File: src/rtl/register_file.sv
`default_nettype none
// +----------------------------------------------------------------------------+
// | register_file : multi-source register file with stalled memory writes,     |
// |                 registered read port and status flags.                     |
// | Build option  : REGFILE_BYPASS_EN forwards same-edge write data to R.      |
// | Revision      : 1.0                                                        |
// +----------------------------------------------------------------------------+
module register_file #(
  parameter int WIDTH = 8,
  parameter int DEPTH = 4
) (
  input  logic                            clk,
  input  logic                            rst_n,
  input  logic        [WIDTH-1:0]         iInbox,
  input  logic        [WIDTH-1:0]         iMem,
  input  logic        [WIDTH-1:0]         iAlu,
  input  logic        [WIDTH-1:0]         iImm,
  input  logic        [1:0]               muxR,
  input  logic                            wR,
  input  logic        [$clog2(DEPTH)-1:0] wAddr,
  input  logic                            memValid,
  input  logic        [$clog2(DEPTH)-1:0] rAddr,
  output logic signed [WIDTH-1:0]         R,
  output logic                            zero,
  output logic                            neg,
  output logic                            busy,
  output logic                            err
);

  localparam int AW = $clog2(DEPTH);
  localparam logic [1:0] C_SEL_MEM = 2'b01;

  typedef enum logic [0:0] {
    S_IDLE     = 1'b0,
    S_WAIT_MEM = 1'b1
  } state_t;

  state_t           r_state;
  state_t           w_state_nxt;
  logic [AW-1:0]    r_pend_addr;
  logic [WIDTH-1:0] r_regs [DEPTH];
  logic [WIDTH-1:0] r_rdata;
  logic             r_err;

  logic             w_we;
  logic [AW-1:0]    w_waddr;
  logic [WIDTH-1:0] w_wdata;
  logic [WIDTH-1:0] w_src;
  logic             w_latch_pend;
  logic             w_err_set;
  logic [WIDTH-1:0] w_rnext;

  always_comb begin
    w_src = iAlu;
    case (muxR)
      2'b00:   w_src = iInbox;
      2'b01:   w_src = iMem;
      2'b10:   w_src = iImm;
      default: w_src = iAlu;
    endcase
  end

  always_comb begin
    w_state_nxt  = r_state;
    w_we         = 1'b0;
    w_waddr      = wAddr;
    w_wdata      = w_src;
    w_latch_pend = 1'b0;
    w_err_set    = 1'b0;
    case (r_state)
      S_IDLE: begin
        if (wR) begin
          if (muxR != C_SEL_MEM) begin
            w_we = 1'b1;
          end else if (memValid) begin
            w_we = 1'b1;
          end else begin
            w_latch_pend = 1'b1;
            w_state_nxt  = S_WAIT_MEM;
          end
        end
      end
      S_WAIT_MEM: begin
        // A new request is dropped even when it collides with the completion.
        w_err_set = wR;
        if (memValid) begin
          w_we        = 1'b1;
          w_waddr     = r_pend_addr;
          w_wdata     = iMem;
          w_state_nxt = S_IDLE;
        end
      end
      default: w_state_nxt = S_IDLE;
    endcase
  end

  always_comb begin
    w_rnext = r_regs[rAddr];
`ifdef REGFILE_BYPASS_EN
    if (w_we && (w_waddr == rAddr)) begin
      w_rnext = w_wdata;
    end
`endif
  end

  always_ff @(posedge clk or negedge rst_n) begin
    if (!rst_n) begin
      r_state     <= S_IDLE;
      r_pend_addr <= '0;
      r_err       <= 1'b0;
      r_rdata     <= '0;
    end else begin
      r_state <= w_state_nxt;
      r_rdata <= w_rnext;
      if (w_latch_pend) begin
        r_pend_addr <= wAddr;
      end
      if (w_err_set) begin
        r_err <= 1'b1;
      end
    end
  end

  always_ff @(posedge clk or negedge rst_n) begin
    if (!rst_n) begin
      for (int i = 0; i < DEPTH; i++) begin
        r_regs[i] <= '0;
      end
    end else if (w_we) begin
      r_regs[w_waddr] <= w_wdata;
    end
  end

  assign R    = r_rdata;
  assign zero = (r_rdata == '0);
  assign neg  = r_rdata[WIDTH-1];
  assign busy = (r_state == S_WAIT_MEM);
  assign err  = r_err;

endmodule
`default_nettype wire
File: config.mk
export PLATFORM = sky130hd
export DESIGN_NAME = register_file
export DESIGN_NICKNAME = d
export VERILOG_FILES = /design/src/rtl/register_file.sv
export SDC_FILE = /design/constraint.sdc
export NUM_CORES = 1
export LEC_CHECK = 0
export CAP_MARGIN = 0
export CELL_PAD_IN_SITES_DETAIL_PLACEMENT = 1
export CELL_PAD_IN_SITES_GLOBAL_PLACEMENT = 1
export CORE_UTILIZATION = 43
export DETAILED_ROUTE_END_ITERATION = 6
export PLACE_DENSITY_LB_ADDON = 0.05
export SYNTH_ARGS = -nofsm -noshare
export SYNTH_HDL_FRONTEND = slang
export SYNTH_SLANG_ARGS = --single-unit
File: constraint.sdc
create_clock -name clk -period 5.1 [get_ports clk]
set_input_delay 1.53 -clock clk [delete_from_list [all_inputs] [get_ports clk]]
set_output_delay 1.53 -clock clk [all_outputs]
set_load 0.01 [all_outputs]
Yosys cells after proc, flatten, opt, wreduce, memory -nomap -nowiden
Index checks and enable logic that the tools add are counted.

word-level totals
  flip-flop bits (word level) = 44
  input port bits = 42
  output and inout port bits = 12
  logic and storage cells = 41

cells by class
  order comparisons = 3
  equal/unequal tests = 3
  muxes and demuxes = 21
  bitwise gates (word level) = 3
  reduce and logical (&&, ||, !) cells = 3

operator list
  cell                                                   count
  2-to-1 mux 8 bit                                       5
  bitwise mux 32 bit                                     1
  one-hot mux 8 bit (3 select lines)                     1
  binary-select mux 8 bit (select 2 bit)                 1
  demux 8 bit (select 2 bit)                             1
  zero test 8 bit                                        1
  2-to-1 mux 1 bit                                       8
  >= comparator 3 bit, second input constant             2
  NOT 2 -> 3 bit                                         2
  2-to-1 mux 2 bit                                       2
  one-hot mux 1 bit (2 select lines)                     2
  < comparator 3 x 1 -> 1 bit, second input constant     1
  equality test 2 x 1 -> 1 bit, second input constant    1
  equality test 2 bit, second input constant             1
  zero test 2 bit                                        1
  inequality test 2 x 1 -> 1 bit, second input constant  1
  logical AND 1 bit                                      1
  NOT 1 bit                                              1

Depth between registers and ports, before layout
  depth after elaboration = 8
  mapped depth = 6
  gate-level depth less buffers = 4

Worst setup path after synthesis
No wires, ideal clock.

  path kind = input to register
  start = in muxR[0]
  end = reg r_regs[10] (netlist name)
  setup time = 0.125 ns
  arrival time = 2.726 ns
  required time = 4.975 ns
  setup slack = 2.250 ns
  stages = 5
  cell sequence = buf_6 > nor2b_4 > o21ba_4 > a211oi_4 > mux2_2

between the ends
  cells in the longest elaborated chain, start to end = 5

RTL lines
  element                                      line  RTL
  from (decl)                                  18    input logic [1:0] muxR,
  equality test 2 bit (tied with other cells)  55    case (muxR)
  one-hot mux 8 bit (3 select lines)           55
  2-to-1 mux 8 bit                             86    if (memValid) begin
  2-to-1 mux 8 bit                             70    case (r_state)
  bitwise mux 32 bit                           130   r_regs[w_waddr] <= w_wdata;
  to (signal, indexed assignment)              130
  to (decl)                                    41    logic [WIDTH-1:0] r_regs [DEPTH];

Several ways; a longest one is shown, not always the timed one.
A chain may end at the register's enable or synchronous reset.

Final worst setup path
  start = in memValid
  end = reg r_regs[17] (netlist name)

between the ends
  cells in the longest elaborated chain, start to end = 8

RTL lines
  element                                                                                          line  RTL
  from (decl)                                                                                      21    input logic memValid,
  2-to-1 mux 2 bit                                                                                 86
  2-to-1 mux 2 bit                                                                                 70
  NOT 2 -> 3 bit (not written as such)                                                             130
  >= comparator 3 bit (not written as such) / < comparator 3 x 1 -> 1 bit (equally long branches)  130
  logical AND 1 bit (not written as such)                                                          130
  2-to-1 mux 8 bit (not written as such)                                                           130
  demux 8 bit (select 2 bit)                                                                       130
  bitwise mux 32 bit                                                                               130

Several ways; a longest one is shown, not always the timed one.

==> results by group <==
Timing
  • Post-route clock skew: ~0.011 ns
  • Post-layout minimum cycle time: between 3 and 4 ns
  • Maximum clock rate: roughly 280 MHz
  • Hold Fails Final Rpt: 0
  • Final Cycle Share: 0.700
  • Final-report max-slew violation count: 0
  • Final TNS setup: 0 ns
  • Final setup vio count: 0
  • Slew HR: 0.362
  • Worst-Margin Slew: 0.956 ns
  • Unrepaired setup endpoints after global routing: false

Yosys
  • Mapped Nets: around 210
  • Synth area leaders: dfrtp_1 49%, mux2_2 13%, mux4_2 8.0%, mux2_1 4.0%, mux2i_1 3.6%
  • Yosys reg bits: 44
  • Distinct cells, synth: 27
  • Register area share after synthesis: 0.491
  • Mapped cell area: 0.00224 mm²
  • Synth top area share: 0.491
  • Dominant cell type by area after synthesis: dfrtp_1
  • Syn Inst Count: around 160
  • Mean Syn Cell Area: around 14 µm²
  • Yosys Warn Count: 0

Power
  • Switching Share: 0.268
  • Clk network pwr share: 0.255
  • Pwr Density: 370 mW/mm²
  • Sw power: about 290 µW
  • Comb power frac: 0.266
  • Leak pwr: ~0.0011 µW
  • P_int: between 700 and 800 µW
  • Seq pwr share: 0.479
  • VDD IR max: 0.244 mV

Floorplan
  • Core box area: between 0.004 and 0.005 mm²
  • Die extent in x: about 74 µm
  • Die area: 0.00551 mm²
  • Io pins: between 50 and 60
  • Initial cell density of the core: 0.460
  • Die height: around 74 µm
  • Site Rows: 25

Clock network
  • Reg clk slew, reported paths: roughly 0.08 ns
  • CTS buffer count: 5
  • TritonCTS clock tree: built
  • Number of post-CTS setup repair buffers: 0
  • Clk buf depth: 2
  • Clk root buf: clkbuf_8
  • CTS H-tree lvls: 2
  • Clock Latency Late Sink: between 0.3 and 0.4 ns
  • CTS sink cnt: 44
  • Resized Gates After CTS: 0
  • Hold-fix buffers, CTS: 0

Finish
  • FILL cells: around 520
  • Most common cell after layout, fill and taps aside: clkdlybuf4s50_1
  • Layout area overhead: 28.9%
  • Layout cell share with drive strength beyond 1: 0.233
  • FF/Latch Area: about 0.0011 mm²
  • Post-layout util: 0.593
  • NumNets Final: ~260
  • Ant. Diodes: 0
  • Multi-input gate area: about 0.0011 mm²
  • Most frequent cells in the layout: 52 x clkdlybuf4s50_1, 44 x dfrtp_1, 26 x mux2_2

Worst setup path
  • Crit. End Element: register
  • Max incr delay on CP: around 0.56 ns
  • Critical path, cell by cell: clkdlybuf4s50_1, and2_1, nand3b_1, a211oi_4, mux2_2
  • Startpoint Class: input pin
  • Worst Path Required: about 5.3 ns
  • Setup Crit Path Kind: input pin to register
  • R2R cell count: 4
  • Worst Path Arrival: about 3.8 ns
  • Slowest stage cell, crit path: a211oi_4
  • Crit Path Max Fanout: 13

Placement
  • Routability cong.: between 0.7 and 0.8
  • IO buf count: 53
  • HPWL Detailed: approximately 4100 µm

Global route
  • Largest net degree at the start of global routing: 45
  • First-pass GRT wire length: a little under 9000 µm
  • Initial antenna violation count: 0
  • GRT Total Usage: 0.219
  • Vias in the first global route: about 1,700
  • Grt total ovfl: 0

Run status
  • Status: finished, final reports clean

Route
  • Routed Antenna Nets: 0
  • Total wire length: ~5300 µm
  • Initial drt markers: between 70 and 80
  • Drt drc: 0
  • DR pass1 iterations: 4
  • Routed wire length per instance: between 15 and 20 µm
  • Vias per std cell: between 5 and 6
  • Via count of the routed design: approximately 1,600

Min path
  • Min-delay worst type: register to register
  • Min-Delay Path Depth: 1

Flow run
  • MaxCap Viol Count: 0
[sequential cells by signal, indices dropped and copies added (netlist names)]
name and count:
r_regs 32, err 1, R 8, busy 1, r_pend_addr 2
[path summary, 6_finish.rpt]
| path | from | to | slack (ns) |
|---|---|---|---|
| max | memValid | r_regs[17] | 1.53 |
| min | err | err | 0.46 |
| max reg2reg | busy | r_regs[17] | 2.81 |
| min reg2reg | err | err | 0.46 |
| max in group asynchronous | rst_n | r_regs[19] | 3.13 |
| min in group asynchronous | rst_n | r_regs[23] | 1.36 |
[cell type report]
type / count / share of cell area
clock buffer: 5 / 0.0238
clock inverter: 3 / 0.0164
tap: 67 / 0.0290
multi-input combinational: 109 / 0.366
sequential: 44 / 0.381
timing repair buffer: 54 / 0.184
[logic make-up after synthesis]
group	after synthesis	synth area share
buffers and inverters	10	0.0374
and+or+nand+nor	35	0.0915
AOI/OAI and AO/OA	24	0.0937
DFF	44	0.491
muxes	50	0.287
[synthesized netlist by cell type, drive strengths merged]
| library cell | n |
|---|---|
| dfrtp | 44 |
| mux2 | 34 |
| nor2 | 14 |
| buf | 10 |
| a221oi | 8 |
| mux2i | 8 |
| mux4 | 8 |
| nand2b | 8 |
| o22ai | 8 |
| nand3b | 4 |
| a211oi | 3 |
| nand3 | 3 |
| a21oi | 2 |
| or4 | 2 |
| a211o | 1 |
| a21o | 1 |
| and2 | 1 |
| nand2 | 1 |
| nor2b | 1 |
| nor3 | 1 |
| o21ba | 1 |
[metal layers]
layer / vias up / GRT usage / routed length (µm)
li1: 717 / - / -
met1: 812 / 0.249 / 2110
met2: 29 / 0.410 / 2930
met3: 9 / 0.0488 / 139
met4: 0 / 0.0650 / 87
met5: - / 0 / 0
[power groups by stage]
stage,clock network [µW],registers [µW],logic (µW)
after global placement,0,510,276
final,273,513,285
after global routing,288,526,310
after detailed placement,0,520,290
after floorplan,0,510,161
after CTS,278,514,290
[worst max-delay path, delay by kind of cell]
| family | cells | cell delay [ns] |
|---|---|---|
| simple gates | 2 | 0.69 |
| compound gates | 1 | 0.56 |
| buf+inv | 1 | 0.55 |
| mux | 1 | 0.41 |
[stage by stage]
step / instances / power, µW / setup slack [ns] / area [µm²] / hold slack, ns
2_1_floorplan: 163 / 671 / 2.25 / 2240 / 0.459
3_3_place_gp: 274 / 786 / 1.30 / 2780 / 0.436
3_5_place_dp: 274 / 810 / 1.19 / 2780 / 0.449
4_1_cts: 282 / 1080 / 1.52 / 2890 / 0.471
5_1_grt: 282 / 1120 / 1.44 / 2890 / 0.504
6_report: 282 / 1070 / 1.53 / 2890 / 0.463
(Power assumes the default switching activity.)
